==> config.mk <==
export PLATFORM = sky130hd
export DESIGN_NAME = uart_msg_tx
export DESIGN_NICKNAME = d
export VERILOG_FILES = /design/src/rtl/uart_msg_tx.sv
export SDC_FILE = /design/constraint.sdc
export NUM_CORES = 1
export LEC_CHECK = 0
export ABC_AREA = 1
export BUFFER_PORTS_ARGS = -buffer_cell sky130_fd_sc_hd__buf_4
export CAP_MARGIN = 15
export CORE_MARGIN = 2
export CORE_UTILIZATION = 45
export DETAILED_ROUTE_END_ITERATION = 8
export PLACE_DENSITY = 0.73
export SLEW_MARGIN = 10
export SYNTH_ARGS = -nofsm -noshare
export SYNTH_HDL_FRONTEND = slang
export SYNTH_SLANG_ARGS = --single-unit
export TNS_END_PERCENT = 1
==> constraint.sdc <==
create_clock -name clk -period 3.9 [get_ports clk]
set_clock_uncertainty 0.15 [all_clocks]
set_input_delay 0.585 -clock clk [delete_from_list [all_inputs] [get_ports clk]]
set_output_delay 0.585 -clock clk [all_outputs]
set_load 0.005 [all_outputs]
==> src/rtl/uart_msg_tx.sv <==
// ============================================================================
// uart_msg_tx - buffered UART message transmitter with periodic/one-shot start
// Rev 1.0
// ============================================================================
`default_nettype none

module uart_msg_tx #(
  parameter int DEPTH     = 16,
  parameter int AW        = 4,
  parameter int DATA_BITS = 8,
  parameter int PARITY    = 0,
  parameter int STOP_BITS = 1,
  parameter int DIV_RESET = 139,
  parameter int PERIOD    = 8388608
) (
  input  logic          clk,
  input  logic          resetn,
  input  logic          div_we,
  input  logic [15:0]   div_di,
  output logic [15:0]   div_do,
  input  logic          buf_we,
  input  logic [AW-1:0] buf_addr,
  input  logic [7:0]    buf_di,
  input  logic [AW:0]   msg_len,
  input  logic          mode,
  input  logic          start,
  output logic          busy,
  output logic          done,
  output logic [AW-1:0] char_idx,
  output logic          tx
);

  localparam int TW = (PERIOD > 2) ? $clog2(PERIOD) : 1;
  localparam logic [7:0] DATA_MASK = 8'((1 << DATA_BITS) - 1);

  typedef enum logic [2:0] {
    S_IDLE  = 3'd0,
    S_START = 3'd1,
    S_DATA  = 3'd2,
    S_PAR   = 3'd3,
    S_STOP  = 3'd4
  } state_t;

  state_t        state_q, state_d;
  logic [15:0]   div_q;
  logic [15:0]   cnt_q, cnt_d;
  logic [15:0]   divl_q, divl_d;
  logic [2:0]    bit_q, bit_d;
  logic [AW-1:0] idx_q, idx_d;
  logic [AW:0]   len_q, len_d;
  logic [7:0]    char_q, char_d;
  logic [TW-1:0] tmr_q;
  logic          done_q, done_d;
  logic          tx_q, tx_d;
  logic [AW:0]   len_clamp;
  logic          trig, bit_end, par_bit;

  logic [7:0]    mem [DEPTH];

  // Buffer is deliberately outside the reset domain so messages survive reset.
  always_ff @(posedge clk) begin
    if (buf_we) mem[buf_addr] <= buf_di;
  end

  always_ff @(posedge clk) begin
    if (!resetn) begin
      div_q <= 16'(DIV_RESET);
      tmr_q <= '0;
    end else begin
      if (div_we) div_q <= (div_di < 16'd2) ? 16'd2 : div_di;
      tmr_q <= (tmr_q == TW'(PERIOD - 1)) ? '0 : tmr_q + TW'(1);
    end
  end

  always_ff @(posedge clk) begin
    if (!resetn) begin
      state_q <= S_IDLE;
      cnt_q   <= '0;
      divl_q  <= 16'(DIV_RESET);
      bit_q   <= '0;
      idx_q   <= '0;
      len_q   <= '0;
      char_q  <= '0;
      done_q  <= 1'b0;
      tx_q    <= 1'b1;
    end else begin
      state_q <= state_d;
      cnt_q   <= cnt_d;
      divl_q  <= divl_d;
      bit_q   <= bit_d;
      idx_q   <= idx_d;
      len_q   <= len_d;
      char_q  <= char_d;
      done_q  <= done_d;
      tx_q    <= tx_d;
    end
  end

  always_comb begin
    state_d   = state_q;
    cnt_d     = cnt_q;
    divl_d    = divl_q;
    bit_d     = bit_q;
    idx_d     = idx_q;
    len_d     = len_q;
    char_d    = char_q;
    done_d    = 1'b0;
    len_clamp = (msg_len > (AW+1)'(DEPTH)) ? (AW+1)'(DEPTH) : msg_len;
    trig      = start || (mode && (tmr_q == TW'(PERIOD - 1)));
    bit_end   = (cnt_q == divl_q - 16'd1);

    if (state_q != S_IDLE) cnt_d = bit_end ? '0 : cnt_q + 16'd1;

    case (state_q)
      S_IDLE: begin
        if (trig) begin
          if (len_clamp == '0) begin
            done_d = 1'b1;
          end else begin
            state_d = S_START;
            idx_d   = '0;
            len_d   = len_clamp;
            char_d  = mem[0];
            divl_d  = div_q;
            cnt_d   = '0;
          end
        end
      end
      S_START: begin
        if (bit_end) begin
          state_d = S_DATA;
          bit_d   = '0;
        end
      end
      S_DATA: begin
        if (bit_end) begin
          if (bit_q == 3'(DATA_BITS - 1)) begin
            bit_d   = '0;
            state_d = (PARITY == 0) ? S_STOP : S_PAR;
          end else begin
            bit_d = bit_q + 3'd1;
          end
        end
      end
      S_PAR: begin
        if (bit_end) begin
          state_d = S_STOP;
          bit_d   = '0;
        end
      end
      S_STOP: begin
        if (bit_end) begin
          if (bit_q == 3'(STOP_BITS - 1)) begin
            bit_d = '0;
            if ({1'b0, idx_q} == len_q - (AW+1)'(1)) begin
              state_d = S_IDLE;
              done_d  = 1'b1;
            end else begin
              // Next character picks up the current buffer entry and divider.
              state_d = S_START;
              idx_d   = idx_q + AW'(1);
              char_d  = mem[idx_q + AW'(1)];
              divl_d  = div_q;
            end
          end else begin
            bit_d = bit_q + 3'd1;
          end
        end
      end
      default: state_d = S_IDLE;
    endcase

    par_bit = (PARITY == 1) ? ~^(char_d & DATA_MASK) : ^(char_d & DATA_MASK);

    case (state_d)
      S_START: tx_d = 1'b0;
      S_DATA:  tx_d = char_d[bit_d];
      S_PAR:   tx_d = par_bit;
      default: tx_d = 1'b1;
    endcase
  end

  assign div_do   = div_q;
  assign busy     = (state_q != S_IDLE);
  assign done     = done_q;
  assign char_idx = idx_q;
  assign tx       = tx_q;

endmodule

`default_nettype wire
# Word level (Yosys, flattened, before mapping)
# Memories as Yosys holds them, arrays and structs flattened.
# Cells that the tools add are included.
# classes
add_sub_neg,6
n_lt_le_gt_ge,3
n_eq_ne,16
muxes,52
bitwise_logic,2
n_reduce_logical,12
# op_table
operator,count
$mux 16,11
$mux 8,5
$mux 3,13
$pmux 16 s2,1
$add 23x1->23 const B,1
$eq 23x23->1 const B,1
$mux 4,5
$add 16x1->16 const B,1
$eq 16x16->1,1
$lt 16x2->1 const B,1
$pmux 8 s2,1
$sub 16x1->16 const B,1
$pmux 3 s5,1
$eq 3x2->1 const B,4
$ne 2x2->1 const B,5
$mux 1,9
$pmux 3 s3,1
$pmux 4 s2,1
$reduce_xor 8->1,1
$eq 3x1->1 const B,2
$eq 3x3->1 const B,2
$logic_not 3->1,2
$reduce_and 6->1,1
$eq 4x5->1,1
other kinds (17),19
# totals
register_bits,96
ramBits,128
input_bits,39
output_inout_bits,23
word_cells,103
memories,1
# memory_table
name,words,width,rd,rd_clocked_by_memory_dff,wr,line,rtl
mem,16,8,2,0,1,58,logic [7:0] mem [DEPTH];

# Depth between registers and ports, before layout
# depth
word_depth,9
depth_mapped,24
ltp_nobuf,24

# Worst setup path before layout
# Ideal clock, no wire load.
# synth_timing
path_type,reg2reg
startpoint,"register idx_q[0], in the netlist char_idx[0]"
endpoint,"register tx_q, in the netlist tx"
setup_ns,0.112
arrival_time_ns,2.354
required_ns,3.638
slack_ns,1.284
path_stages_with_launch,24
n_path_buf,2
period_less_slack_ns,2.616
path_cell_list,dfxtp_1 -> ha_1 -> buf_2 -> inv_1 -> clkbuf_1 -> nand3_1 -> nand3_1 -> nand3_1 -> nand2_1 -> nand2_1 -> nand2_1 -> nand2_1 -> nand2_1 -> nand2_2 -> nand3_2 -> nand2_2 -> nand2_1 -> nand3_1 -> nand2_1 -> nand2_1 -> nand2_1 -> nand2_1 -> nand3_1 -> nand2_1
# synth_between
elab_chain_len,9
word_cells_on_any_way,18
cone_classes,add/sub (1); eq/ne (4); mux (11); reduce/logical (1); memory (1)
# synth_lines
element,line,rtl
start: declaration,49,"logic [AW-1:0] idx_q, idx_d;"
start signal: assignment,91,idx_q <= idx_d;
$add 4x1->4,162,char_d = mem[idx_q + AW'(1)];
$mem_v2 16x8,--,
$mux 8,155,"if ({1'b0, idx_q} == len_q - (AW+1)'(1)) begin"
$mux 8,153,if (bit_q == 3'(STOP_BITS - 1)) begin
$mux 8,152,if (bit_end) begin
$pmux 8 s2,114,case (state_q)
$bmux 1 s3,177,S_DATA: tx_d = char_d[bit_d];
$mux 1 (not written as such),177,
$pmux 1 s3 *,175,case (state_d)
end signal: assignment,95,tx_q <= tx_d;
end: declaration,54,"logic tx_q, tx_d;"
# Mark *: on every way between the ends. The rest lies on a longest branch, timed or not. The select of a mux whose other input is x is not followed.
# A chain may end at the register's enable or synchronous reset.

# Final worst setup path
# Ends and elaborated chain as after synthesis.

==> results by group <==
Global route
  • Total GRT Usage: 0.206
  • Largest net degree at the start of global routing: 67
  • Initial antenna violation count: 0
  • Global-route wire length before repair: 43.3 mm
  • GR Overflow Total: 0
  • Vias in the first global route: 8609

Clock network
  • CTS Buf Count: 24
  • Clock Path Buffers: 3
  • Root buf cell: clkbuf_16
  • # resized after CTS: 0
  • CTS H-tree lvls: 1
  • Clk slew on worst S/H paths: 60 ps
  • # hold bufs at CTS: 0
  • Sink Count: about 220
  • CTS tree: built
  • Worst-Skew Late Latency: 540 ps
  • Post-CTS Setup Inserts: 0

Yosys
  • Post-Synthesis Cells: 1373
  • Mux share of post-synthesis cell area: 0
  • XOR/XNOR share of the synthesized area: 0.0204
  • Synthesized area: 11100 um2
  • Main combinational cell family by area after synthesis: simple AND/OR/NAND/NOR gates
  • YS warnings: 0
  • Synth Area in Adders: 0.00901
  • Post-synthesis simple-gate area fraction: 0.332
  • Compound-cell area share of the yosys netlist: 0.0524
  • Count of cell types in the netlist: 47
  • Syn Nets: approximately 1.4k
  • Seq/Total Area, Yosys: 0.519
  • Yosys reg bits: about 220
  • Mapped Avg Cell Area: ~8.1 um2

Drt
  • DR vias/cell: 5.18
  • Drt total wl: 26.5 mm
  • 1st-pass router iterations: 5
  • Final ANT Viol Nets: 0
  • Routed WL per cell: 15.0 um
  • Drc violations: 0
  • Via count: just over 9k
  • DR iter-0 viols: 710

STA
  • Final worst setup slack: 614 ps
  • Setup violators final: 0
  • Achievable clock frequency: 304 MHz
  • Setup TNS: 0 ps
  • Final hold vios: 0
  • Worst slew pin tran: 890 ps
  • Slew Viols, Final: 0
  • RSZ-0062 raised after global routing: false
  • Minimum clock period after layout: 3290 ps
  • Final period utilization: 0.842
  • Final hold slack: ~130 ps
  • Relative slew slack: 0.405

Placement
  • Buffers on Ports: ~60
  • Dpl hpwl: roughly 18 mm
  • Setup WS pre-CTS: between 600 and 700 ps
  • Routability cong.: 0.901
  • Placed Area: 11900 um2

Cells and area
  • Post-Layout Inst Area: roughly 13000 um2
  • Final Net Count: 1481
  • Diode count: 0
  • Layout cells sized above 1: 0.126
  • Syn-to-layout area delta: 14.1%
  • Fin util: 0.522

Floorplanning
  • I/O pins: 62
  • Site Rows: 57
  • Core ar.: 24200 um2
  • Die ar.: 26000 um2
  • Die height: 161 um
  • Initial core utilization: 0.458
  • Chip Width: 161 um

Hold path
  • Hold Crit Class: input port to flop

Worst setup path
  • Worst Path Arrival: 3560 ps
  • Req. time, crit path: 4170 ps
  • Worst-path maximum fanout: 27
  • Slowest CP cell: xor2_1
  • Crit Path Class: flop to flop
  • CP cell instances: buf_4 > nand3_1 > xor2_1 > nand3_1 > nand2_1 > nand2_1 > nand2_1 > nand2_1 > nand2_1 > nand2_1 > nand3_1 > nand2_1 > nand2_1 > nand2_1 > nand2_1 > nand3_1 > nand2_1 > nand2_1 > nand3_1 > nand2_1
  • Critical Path Max Stage Delay: 730 ps
  • Crit path top cell by count: nand2_1
  • Endpoint class of the critical path: flop
  • Crit path launch type: flop

Outcome
  • Status: complete, no violations

Power and ir drop
  • P_leak: 0.00535 uW
  • Peak supply drop: between 0.3 and 0.4 mV
  • Power density cells: 433 nW/um2

Run
  • Number of max-cap violations: 0
final cells by class:
class | instances | area (um2)
inverter | 143 | 537
sequential | 224 | 5770
clock inverter | 11 | 114
clock buffer | 30 | 644
timing repair buffer | 80 | 608
multi-input combinational | 961 | 4590
fill | 2274 | 11600
tap | 324 | 405
synth_stat cells, drive strengths merged:
library cell / n / area (um2)
clkinv: 4 / 15.0
ha: 8 / 100
o221a: 2 / 22.5
nor3: 22 / 120
or2: 3 / 18.8
o2111ai: 1 / 8.76
nor3b: 2 / 15.0
nor4: 4 / 31.3
o31ai: 1 / 7.51
clkbuf: 20 / 75.1
inv: 139 / 522
edfxtp: 128 / 3840
o211ai: 9 / 67.6
nand3b: 9 / 75.1
a21oi: 27 / 135
a211oi: 6 / 45.0
xnor2: 12 / 105
buf: 25 / 136
o221ai: 1 / 8.76
dfxtp: 96 / 1920
a31oi: 1 / 6.26
nand2: 409 / 1590
nor2: 153 / 656
o22ai: 1 / 6.26
nand4: 11 / 68.8
or4: 1 / 7.51
o41ai: 1 / 8.76
o21ai: 50 / 254
xor2: 13 / 121
o21bai: 1 / 11.3
and2: 2 / 12.5
nand3: 211 / 1100
power by group:
group          leakage [uW]  internal [uW]  switching, uW  total, uW
Sequential          0.00194           2570           51.0       2620
Combinational       0.00305            237            450        688
Clock              0.000361           1250            931       2180
Total               0.00535           4050           1430       5480
final timing paths:
| kind | start | end | slack [ps] | cells after the start |
|---|---|---|---|---|
| min | div_di[7] | div_do[7]$_SDFFE_PN1P_ | 130 | 3 |
| max reg2reg | char_idx[0]$_SDFFE_PN0P_ | tx$_SDFF_PN1_ | 610 | 20 |
| max | char_idx[0]$_SDFFE_PN0P_ | tx$_SDFF_PN1_ | 610 | 20 |
| min reg2reg | tmr_q[0]$_SDFF_PP0_ | tmr_q[0]$_SDFF_PP0_ | 290 | 1 |
worst max-delay path: cells and delay by family, from the launching register on:
family	cells	cell delay [ps]
flops	1	340
xor+xnor	1	730
buf+inv	1	320
simple gates	18	1620
metal layers:
| metal | part of all wire | track usage | up-vias |
|---|---|---|---|
| met5 | 0 | 0 | - |
| met4 | 0.023 | 0.0572 | 0 |
| met1 | 0.45 | 0.279 | 4237 |
| met2 | 0.47 | 0.347 | 252 |
| li1 | - | - | 4646 |
| met3 | 0.058 | 0.0290 | 42 |
flip-flops by register name (all words and copies together), names as in the netlist, 4 cells and up:
| name | cells |
|---|---|
| div_do | 16 |
| divl_q | 16 |
| char_q | 8 |
| char_idx | 4 |
| mem | 128 |
| len_q | 5 |
| cnt_q | 16 |
| tmr_q | 23 |
kinds of logic after synthesis:
| family | count (synthesis) |
|---|---|
| AO/OA/AOI/OAI | 101 |
| AND/OR/NAND/NOR | 827 |
| adder cells (fa/ha/maj) | 8 |
| buffers and inverters | 188 |
| XOR/XNOR | 25 |
| flip-flops | 224 |
metrics by stage:
step / std cells / total power, uW
2_1_floorplan: 1373 / 3130
3_3_place_gp: 1729 / 3340
3_5_place_dp: 1730 / 3350
4_1_cts: 1771 / 5520
5_1_grt: 1773 / 5720
6_report: 1773 / 5480
placed cells by master (no fill, tap or decap), types with 11 or more instances in the layout:
cell type	Yosys	final
xnor2_1	12	12
clkbuf_16	0	25
buf_4	0	77
a21oi_1	27	27
edfxtp_1	128	128
nand4_1	11	11
xor2_1	12	12
inv_1	125	124
nand3_1	203	203
nand2_1	391	391
nor3_1	20	20
nor2_1	138	138
o21ai_0	43	43
dfxtp_1	96	95
nand2_2	17	17
inv_2	14	15
Note: power is estimated with default switching activity, not from simulation.
